[config.mk]
export PLATFORM = sky130hd
export DESIGN_NAME = inv_key_schedule_flat
export DESIGN_NICKNAME = d
export VERILOG_FILES = /design/src/rtl/aes_pkg.sv /design/src/rtl/inv_key_schedule_if.sv /design/src/rtl/aes_sbox.sv /design/src/rtl/inv_key_schedule.sv /design/src/flat_wrapper.sv
export SDC_FILE = /design/constraint.sdc
export NUM_CORES = 1
export LEC_CHECK = 0
export ABC_AREA = 1
export BUFFER_PORTS_ARGS = -buffer_cell sky130_fd_sc_hd__buf_4
export CORE_ASPECT_RATIO = 0.8
export CORE_MARGIN = 5
export CORE_UTILIZATION = 32
export DETAILED_ROUTE_END_ITERATION = 7
export GPL_TIMING_DRIVEN = 0
export RECOVER_POWER = 25
export SLEW_MARGIN = 15
export SYNTH_ARGS = -nofsm -noshare
export SYNTH_HDL_FRONTEND = slang
export SYNTH_HIERARCHICAL = 1
export SYNTH_SLANG_ARGS = --single-unit
[constraint.sdc]
create_clock -name clk -period 3.2 [get_ports clk]
set_input_delay 0.16 -clock clk [delete_from_list [all_inputs] [get_ports clk]]
set_output_delay 0.16 -clock clk [all_outputs]
set_load 0.005 [all_outputs]
[src/rtl/aes_pkg.sv]
// Shared AES-128 key-schedule constants, round-constant lookup and walker state encoding.
// Pure declarations: no latency, no flow control.
package aes_pkg;

  localparam int KEY_LEN  = 128;
  localparam int WORD_LEN = 32;
  localparam int NR       = 10;

  typedef enum logic [0:0] {
    IDLE = 1'b0,
    EMIT = 1'b1
  } state_e;

  // Round constant byte for rounds 1..10; it lands in the top byte of the word.
  function automatic logic [7:0] rcon(input logic [3:0] rnd);
    logic [7:0] rc;
    case (rnd)
      4'd1:    rc = 8'h01;
      4'd2:    rc = 8'h02;
      4'd3:    rc = 8'h04;
      4'd4:    rc = 8'h08;
      4'd5:    rc = 8'h10;
      4'd6:    rc = 8'h20;
      4'd7:    rc = 8'h40;
      4'd8:    rc = 8'h80;
      4'd9:    rc = 8'h1b;
      4'd10:   rc = 8'h36;
      default: rc = 8'h00;
    endcase
    return rc;
  endfunction

endpackage

[src/rtl/inv_key_schedule_if.sv]
// Key-load and round-key output bundle; master drives loads and ready_out, slave is the walker.
// Valid/ready on both sides; the slave never retracts valid_out.
interface inv_key_schedule_if;
  import aes_pkg::*;

  logic               valid_in;
  logic               ready_in;
  logic [KEY_LEN-1:0] data_in;
  logic [KEY_LEN-1:0] data_out;
  logic [3:0]         round_out;
  logic               valid_out;
  logic               ready_out;
  logic               last_out;

  modport master (
    output valid_in, data_in, ready_out,
    input  ready_in, data_out, round_out, valid_out, last_out
  );

  modport slave (
    input  valid_in, data_in, ready_out,
    output ready_in, data_out, round_out, valid_out, last_out
  );

endinterface

[src/rtl/aes_sbox.sv]
// Forward AES S-box, purely combinational; shared with the forward sub-key generator.
// Zero latency, no flow control.
module aes_sbox (
  input  logic [7:0] a,
  output logic [7:0] y
);

  localparam logic [2047:0] SBOX = {
    128'h637c777bf26b6fc53001672bfed7ab76,
    128'hca82c97dfa5947f0add4a2af9ca472c0,
    128'hb7fd9326363ff7cc34a5e5f171d83115,
    128'h04c723c31896059a071280e2eb27b275,
    128'h09832c1a1b6e5aa0523bd6b329e32f84,
    128'h53d100ed20fcb15b6acbbe394a4c58cf,
    128'hd0efaafb434d338545f9027f503c9fa8,
    128'h51a3408f929d38f5bcb6da2110fff3d2,
    128'hcd0c13ec5f974417c4a77e3d645d1973,
    128'h60814fdc222a908846eeb814de5e0bdb,
    128'he0323a0a4906245cc2d3ac629195e479,
    128'he7c8376d8dd54ea96c56f4ea657aae08,
    128'hba78252e1ca6b4c6e8dd741f4bbd8b8a,
    128'h703eb5664803f60e613557b986c11d9e,
    128'he1f8981169d98e949b1e87e9ce5528df,
    128'h8ca1890dbfe6426841992d0fb054bb16
  };

  // Entry 0 sits in the top byte, so the bit offset is (255 - a) * 8.
  assign y = SBOX[{~a, 3'b000} +: 8];

endmodule

[src/rtl/inv_key_schedule.sv]
// Reverse AES-128 key-schedule walker: load key NR, emit keys NR..0, one per handshake.
// First key one cycle after load; one key per cycle under ready_out, held stable while stalled.
module inv_key_schedule
  import aes_pkg::*;
(
  input  logic                 clk,
  input  logic                 reset,
  inv_key_schedule_if.slave    bus
);

  state_e               state_q, state_d;
  logic [KEY_LEN-1:0]   key_q, key_d;
  logic [3:0]           round_q, round_d;

  logic [WORD_LEN-1:0]  w0, w1, w2, w3;
  logic [WORD_LEN-1:0]  p0, p1, p2, p3;
  logic [WORD_LEN-1:0]  rot_w, sub_w;

  assign {w0, w1, w2, w3} = key_q;

  // Undo the forward XOR chain first; the recovered w3 of the previous key feeds SubWord.
  assign p3    = w3 ^ w2;
  assign p2    = w2 ^ w1;
  assign p1    = w1 ^ w0;
  assign rot_w = {p3[23:0], p3[31:24]};

  for (genvar i = 0; i < 4; i++) begin : g_subword
    aes_sbox u_sbox (
      .a (rot_w[8*i +: 8]),
      .y (sub_w[8*i +: 8])
    );
  end

  assign p0 = w0 ^ sub_w ^ {rcon(round_q), 24'h000000};

  always_comb begin
    state_d = state_q;
    key_d   = key_q;
    round_d = round_q;
    case (state_q)
      IDLE: begin
        if (bus.valid_in) begin
          key_d   = bus.data_in;
          round_d = 4'(NR);
          state_d = EMIT;
        end
      end
      EMIT: begin
        if (bus.ready_out) begin
          if (round_q == 4'd0) begin
            state_d = IDLE;
          end else begin
            key_d   = {p0, p1, p2, p3};
            round_d = round_q - 4'd1;
          end
        end
      end
      default: state_d = IDLE;
    endcase
  end

  always_ff @(posedge clk) begin
    if (reset) begin
      state_q <= IDLE;
      key_q   <= '0;
      round_q <= '0;
    end else begin
      state_q <= state_d;
      key_q   <= key_d;
      round_q <= round_d;
    end
  end

  assign bus.ready_in  = (state_q == IDLE);
  assign bus.valid_out = (state_q == EMIT);
  assign bus.data_out  = key_q;
  assign bus.round_out = round_q;
  assign bus.last_out  = (state_q == EMIT) && (round_q == 4'd0);

endmodule

[src/flat_wrapper.sv]
// flat-port wrapper written by rule: the top's interface ports become plain ports
module inv_key_schedule_flat import aes_pkg::*;
  (clk, reset, bus_valid_in, bus_data_in, bus_ready_out, bus_ready_in, bus_data_out, bus_round_out, bus_valid_out, bus_last_out);
  inv_key_schedule_if bus_i ();
  input  logic clk;
  input  logic reset;
  input wire logic [$bits(bus_i.valid_in)-1:0] bus_valid_in;
  input wire logic [$bits(bus_i.data_in)-1:0] bus_data_in;
  input wire logic [$bits(bus_i.ready_out)-1:0] bus_ready_out;
  output wire logic [$bits(bus_i.ready_in)-1:0] bus_ready_in;
  output wire logic [$bits(bus_i.data_out)-1:0] bus_data_out;
  output wire logic [$bits(bus_i.round_out)-1:0] bus_round_out;
  output wire logic [$bits(bus_i.valid_out)-1:0] bus_valid_out;
  output wire logic [$bits(bus_i.last_out)-1:0] bus_last_out;
  assign bus_i.valid_in = bus_valid_in;
  assign bus_i.data_in = bus_data_in;
  assign bus_i.ready_out = bus_ready_out;
  assign bus_ready_in = bus_i.ready_in;
  assign bus_data_out = bus_i.data_out;
  assign bus_round_out = bus_i.round_out;
  assign bus_valid_out = bus_i.valid_out;
  assign bus_last_out = bus_i.last_out;
  inv_key_schedule u_core (.clk(clk), .reset(reset), .bus(bus_i));
endmodule
Yosys cells after proc, flatten, opt, wreduce, memory -nomap -nowiden:

Memory sizes are Yosys's and may differ from the RTL's. A register that Yosys moved wholly into a read port is not among the register bits.
Index checks and enable logic that the tools add are counted.

* add/subtract/negate cells: 1
* multipliers: 0
* div/mod/pow operators: 0
* $lt $le $gt $ge: 0
* equality and inequality tests: 3
* shift-type cells: 4
* muxes and demuxes: 14
* bitwise operators: 10
* reduce and logical (&&, ||, !) cells: 3

Operators with widths (count)
* indexed part select 2048 x 12 -> 8 bit (first input constant): 4
* 2-to-1 mux 128 bit: 3
* one-hot mux 128 bit (2 select lines): 1
* XOR 32 bit: 5
* inverter 8 bit: 4
* 2-to-1 mux 4 bit: 5
* one-hot mux 4 bit (2 select lines): 1
* != test 2 bit (second input constant): 3
* zero test 4 bit: 1
* subtractor 4 x 1 -> 4 bit (second input constant): 1
* 2-to-1 mux 1 bit: 3
* AND reduction 3 bit: 1
* one-hot mux 1 bit (2 select lines): 1
* logical AND 1 bit: 1
* inverter 1 bit: 1

* flip-flop bits (word level): 133
* bits in latches: 0
* bits in writable memories: 0
* ROM bits: 128
* input port bits: 132
* logic and storage cells: 39
* memories kept: 1

Memories
* (no name shown): depth 16, width 8, read ports 1, clocked after memory_dff 1, wr ports 0, RTL line aes_pkg.sv:17 `case (rnd)`

Longest topological paths before layout:

* depth in word-level cells: 8
* depth in mapped cells: 19

Modules after synthesis:

The synthesis kept the hierarchy.

By module, submodules not included
* aes_sbox: times used 4, cells an instance 626, area an instance 2911.5 sq um, sequential area each 0.0 sq um
* inv_key_schedule: times used 1, cells an instance 1048, area an instance 7624.8 sq um, sequential area each 2822.7 sq um

Least setup slack after synthesis:

Ideal clock, no wire load.

* path kind: register -> register
* start point: register u_core.key_q[49] (netlist: u_core/bus.data_out[49])
* end point: register u_core.key_q[121] (netlist: u_core/bus.data_out[121])
* data arrival time: 2.910 ns
* data required time: 3.066 ns
* slack: 0.156 ns
* cell stages (with the launch flop): 19
* path buffers: 0
* clock period less this slack: 3.044 ns
* path through: dfxtp_1 > xor2_1 > inv_1 > ha_1 > inv_1 > nand2_1 > nand2_1 > inv_1 > nand2_1 > nand3_1 > nand2_1 > nand2_1 > nand3_1 > nand3_1 > nand2_1 > nand2_1 > nand2_1 > o21ai_1 > a21oi_1

* word-level cells in the longest chain between the ends: 8

RTL lines
* from (decl): RTL line inv_key_schedule.sv:12 `logic [KEY_LEN-1:0] key_q, key_d;`
* from (signal assigned): RTL line inv_key_schedule.sv:69 `key_q <= key_d;`
* XOR 32 bit: RTL line inv_key_schedule.sv:22 `assign p3 = w3 ^ w2;`
* named net u_core.p3[17]: RTL line inv_key_schedule.sv:16 `logic [WORD_LEN-1:0] p0, p1, p2, p3;`
* inverter 8 bit: RTL line aes_sbox.sv:28 `assign y = SBOX[{~a, 3'b000} +: 8];`
* indexed part select 2048 x 12 -> 8 bit: RTL line aes_sbox.sv:28
* named net u_core.sub_w[25]: RTL line inv_key_schedule.sv:17 `logic [WORD_LEN-1:0] rot_w, sub_w;`
* XOR 32 bit (2 in series): RTL line inv_key_schedule.sv:34 `assign p0 = w0 ^ sub_w ^ {rcon(round_q), 24'h000000};`
* 2-to-1 mux 128 bit: RTL line inv_key_schedule.sv:50 `if (round_q == 4'd0) begin`
* 2-to-1 mux 128 bit: RTL line inv_key_schedule.sv:49 `if (bus.ready_out) begin`
* one-hot mux 128 bit (2 select lines): RTL line inv_key_schedule.sv:40 `case (state_q)`

The timed path passes the listed nets, and every way through them passes these cells. The select of a mux whose other input is x is not followed.
A chain may end at the register's enable or synchronous reset.

Worst setup path after layout:

* start point: register u_core.key_q[40] (netlist: u_core/bus.data_out[40])
* end point: register u_core.key_q[119] (netlist: u_core/bus.data_out[119])

The elaborated chain is that of the path after synthesis.

==> results.sh <==
export IMPL_min_to="u_core/bus.data_out[119]"
export IMPL_gr_total_overflow=0
export IMPL_drt_iter0_drc=5503
export IMPL_nets=4109
export IMPL_total_power_mw=18.3
export IMPL_hold_viol_final=0
export IMPL_ff2ff_setup_slack_ps=60
export IMPL_wl_um=141000
export IMPL_grt_use_met3_pct=18.3
export IMPL_yosys_warnings=6
export IMPL_floorplan_rows=80
export IMPL_antenna_found_initial=3
export IMPL_grt_pass1_wl_um=198000
export IMPL_clock_path_buffers=2
export IMPL_cpMostUsedCell="nand3_1"
export IMPL_yosys_mux_area_fraction_pct=0
export IMPL_p_leak_nw=11.7
export IMPL_whs_ps=22.1
export IMPL_cp_required_ps=3570
export IMPL_power_density_mw_per_mm2=761
export IMPL_ir_worst_vdd_uv=378
export IMPL_globalplace_congestion=1.13
export IMPL_synthTopCellsByArea="nand3_1 23%, nand2_1 23%, dfxtp_1 15%"
export IMPL_hold_start="bus_data_in[119]"
export IMPL_crit_type="reg2reg"
export IMPL_die_w_um=284
export IMPL_synth_xor_area_share_pct=2.91
export IMPL_crit_chain="xor2_4 > clkinvlp_4 > ha_1 > buf_2 > inv_1 > nand2_2 > nand3_2 > nand3_1 > nand3_1 > nand3_1 > nand3_1 > nand2_1 > xor2_1 > nand2_1 > a31oi_1"
export IMPL_synth_top_family_by_area="simple AND/OR/NAND/NOR gates"
export IMPL_critPathMaxStageDelay_ps=410
export IMPL_status="finished, final reports clean"
export IMPL_tightest_slew_ps=1180
export IMPL_dieArea_mm2=0.0653
export IMPL_dp_hpwl_um=107000
export IMPL_final_layout_size_suffix_gt1_share_pct=16.8
export IMPL_grt_most_used_layer="met2"
export IMPL_ys_ff_latch=141
export IMPL_slew_headroom_pct=21.3
export IMPL_worstReg2RegEnd="u_core/bus.data_out[119]"
export IMPL_synthDistinctLibCells=39
export IMPL_fill_cells=6876
export IMPL_yosys_area_share_adder_pct=4.29
export IMPL_finalSetupTns_ps=0
export IMPL_pre_cts_ws_ps=-1220
export IMPL_critPathCaptureType="register"
export IMPL_grt_pass1_vias=27264
export IMPL_min_period_ps=3140
export IMPL_synth_largest_area_cell="nand3_1"
export IMPL_crit_fanout=8
export IMPL_path_delay_family="simple AND/OR/NAND/NOR gates"
export IMPL_synth_ff_type="dfxtp_1"
export IMPL_use_met2_pct=56.0
export IMPL_setup_violations=0
export IMPL_async_flop_share_pct=0
export IMPL_worst_path_max_delay_cell="dfxtp_4"
export IMPL_netlist_instances=3552
export IMPL_min_path_cells=3
export IMPL_initial_core_util_pct=32.3
export IMPL_synth_nets=3750
export IMPL_final_period_utilization_pct=98.2
export IMPL_io_buffers=265
export IMPL_ant_nets=0
export IMPL_startpoint_type="register"
export IMPL_h_tree_depth=4
export IMPL_vias=29520
export IMPL_drc=0
export IMPL_path_buf_inv=3
export IMPL_io_pins=267
export IMPL_clock_sinks=141
export IMPL_die_h_um=229
export IMPL_timing_final_ws_setup_ps=56.5
export IMPL_slew_violations=0
export IMPL_clkTransAtPathRegs_ps=70
export IMPL_cts_root_buf="clkbuf_16"
export IMPL_synth_simple_gate_area_share_pct=53.3
export IMPL_reg2reg_depth=15
export IMPL_arrival_ps=3510
export IMPL_synth_top_area_share_pct=23.4
export IMPL_dr_pass1_iters=8
export IMPL_synth_area_mm2=0.0193
export IMPL_grt_max_degree=17
export IMPL_vias_per_cell=6.27
export IMPL_insertion_delay_ps=500
export IMPL_post_drt_wl_per_cell_um=30.0
export IMPL_synth_edff_count=0
export IMPL_ys_seq_area_share_pct=14.6
export IMPL_finClkSkew_ps=14.9
export IMPL_core_area_mm2=0.0597
export IMPL_globalRouteMet1Util_pct=55.1
export IMPL_timing_rr_start="u_core/bus.data_out[40]"
export IMPL_synth_compound_area_share_pct=14.4
export IMPL_numCtsBuffers=17
export IMPL_syn2layout_area_growth_pct=24.7
export IMPL_hold_path_class="in2reg"
export IMPL_synth_area_per_cell_um2=5.43
export IMPL_final_util_pct=40.3
export IMPL_drv_cap=0
export IMPL_grtUsageTotal_pct=41.0
export IMPL_fmax_mhz=318
export IMPL_cts_tree="done"
where the power goes:
group / switching, mW / leakage [nW] / internal [mW] / total, mW
sequential: 0.421 / 1.17 / 1.97 / 2.39
clock: 0.983 / 0.314 / 1.34 / 2.32
combinational: 9.81 / 10.2 / 3.77 / 13.6
synthesized netlist by cell type, types with 14 or more instances:
library cell  instances
xor2_1               56
o21a_1               30
nand4_1              23
nand3_1             900
inv_1               145
nor2_1              259
o21ai_1              18
a31oi_2              20
buf_4                38
clkbuf_1             38
o21ai_0             174
nand2_1            1170
buf_1                28
a21oi_1             148
inv_2                16
dfxtp_1             141
nand2_2              14
buf_2               130
ha_1                 66
buf_6                18
a31oi_1              48
cell type report:
type | instances | area, um^2 | share of cell area [%]
Buffer | 252 | 1390 | 5.79
Clock buffer | 18 | 439 | 1.83
Clock inverter | 14 | 205 | 0.854
Sequential cell | 141 | 2850 | 11.9
Multi-Input combinational cell | 2993 | 14900 | 62.0
Antenna cell | 2 | 5.00 | 0.0208
Tap cell | 779 | 975 | 4.06
Timing Repair Buffer | 340 | 2600 | 10.8
Inverter | 166 | 656 | 2.73
per-layer routing:
metal / vias to the layer above / part of all wire, %
met5: - / 0.0085
met4: 2 / 5.6
met3: 533 / 16
met2: 2572 / 38
met1: 13800 / 40
li1: 12613 / -
registers in the layout, summed over array words and instances (netlist names), named ones only:
| register | count |
|---|---|
| u_core/bus.data_out | 128 |
| u_core/bus.round_out | 4 |
| u_core/bus.valid_out | 1 |
placed cells by master (no fill, tap or decap), drive strengths merged, types with 9 or more instances in the layout:
master	n
nand2	1187
nand3	901
buf	449
nor2	267
o21ai	193
inv	160
a21oi	152
dfxtp	141
clkbuf	113
a31oi	68
ha	66
xor2	56
dlygate4sd3	48
o21a	30
nand4	23
a211oi	11
clkinvlp	9
cell families after synthesis:
logic type | Yosys count
compound gates | 472
fa+ha+maj | 66
flops | 141
buf+inv | 418
simple gates | 2391
xor+xnor | 64
timing repair:
action                                  in CTS  in global routing
endpoints found under the hold margin       48                  0
buffers inserted                            16                  7
resized for setup                           48                 75
endpoints found under the setup margin      32                 32
pin swaps                                    6                  3
hold buffers                                48                  0
stage by stage:
| stage | cell area (um^2) | instances |
|---|---|---|
| after CTS | 23800 | 4696 |
| after floorplan | 19300 | 3552 |
| after global placement | 22200 | 4596 |
| after detailed placement | 22300 | 4600 |
| final | 24000 | 4705 |
| after global routing | 24000 | 4704 |
worst max path at each step:
stage | from | to | slack, ps | depth (start not counted)
floorplan | u_core/bus.data_out[49] | u_core/bus.data_out[121] | 160 | 18
global placement | u_core/bus.data_out[33] | u_core/bus.data_out[105] | -2030 | 16
detailed placement | u_core/bus.data_out[48] | u_core/bus.data_out[121] | -1220 | 18
CTS | u_core/bus.data_out[56] | u_core/bus.data_out[99] | 8 | 17
global route | u_core/bus.data_out[41] | u_core/bus.data_out[118] | -10 | 18
finish | u_core/bus.data_out[40] | u_core/bus.data_out[119] | 60 | 15
worst min-delay path: cells and delay by family:
kind            cells  cell delay [ps]
buf+inv             1              110
simple gates        1              110
compound gates      1               90
No activity file was read; power rests on OpenSTA's default activity.
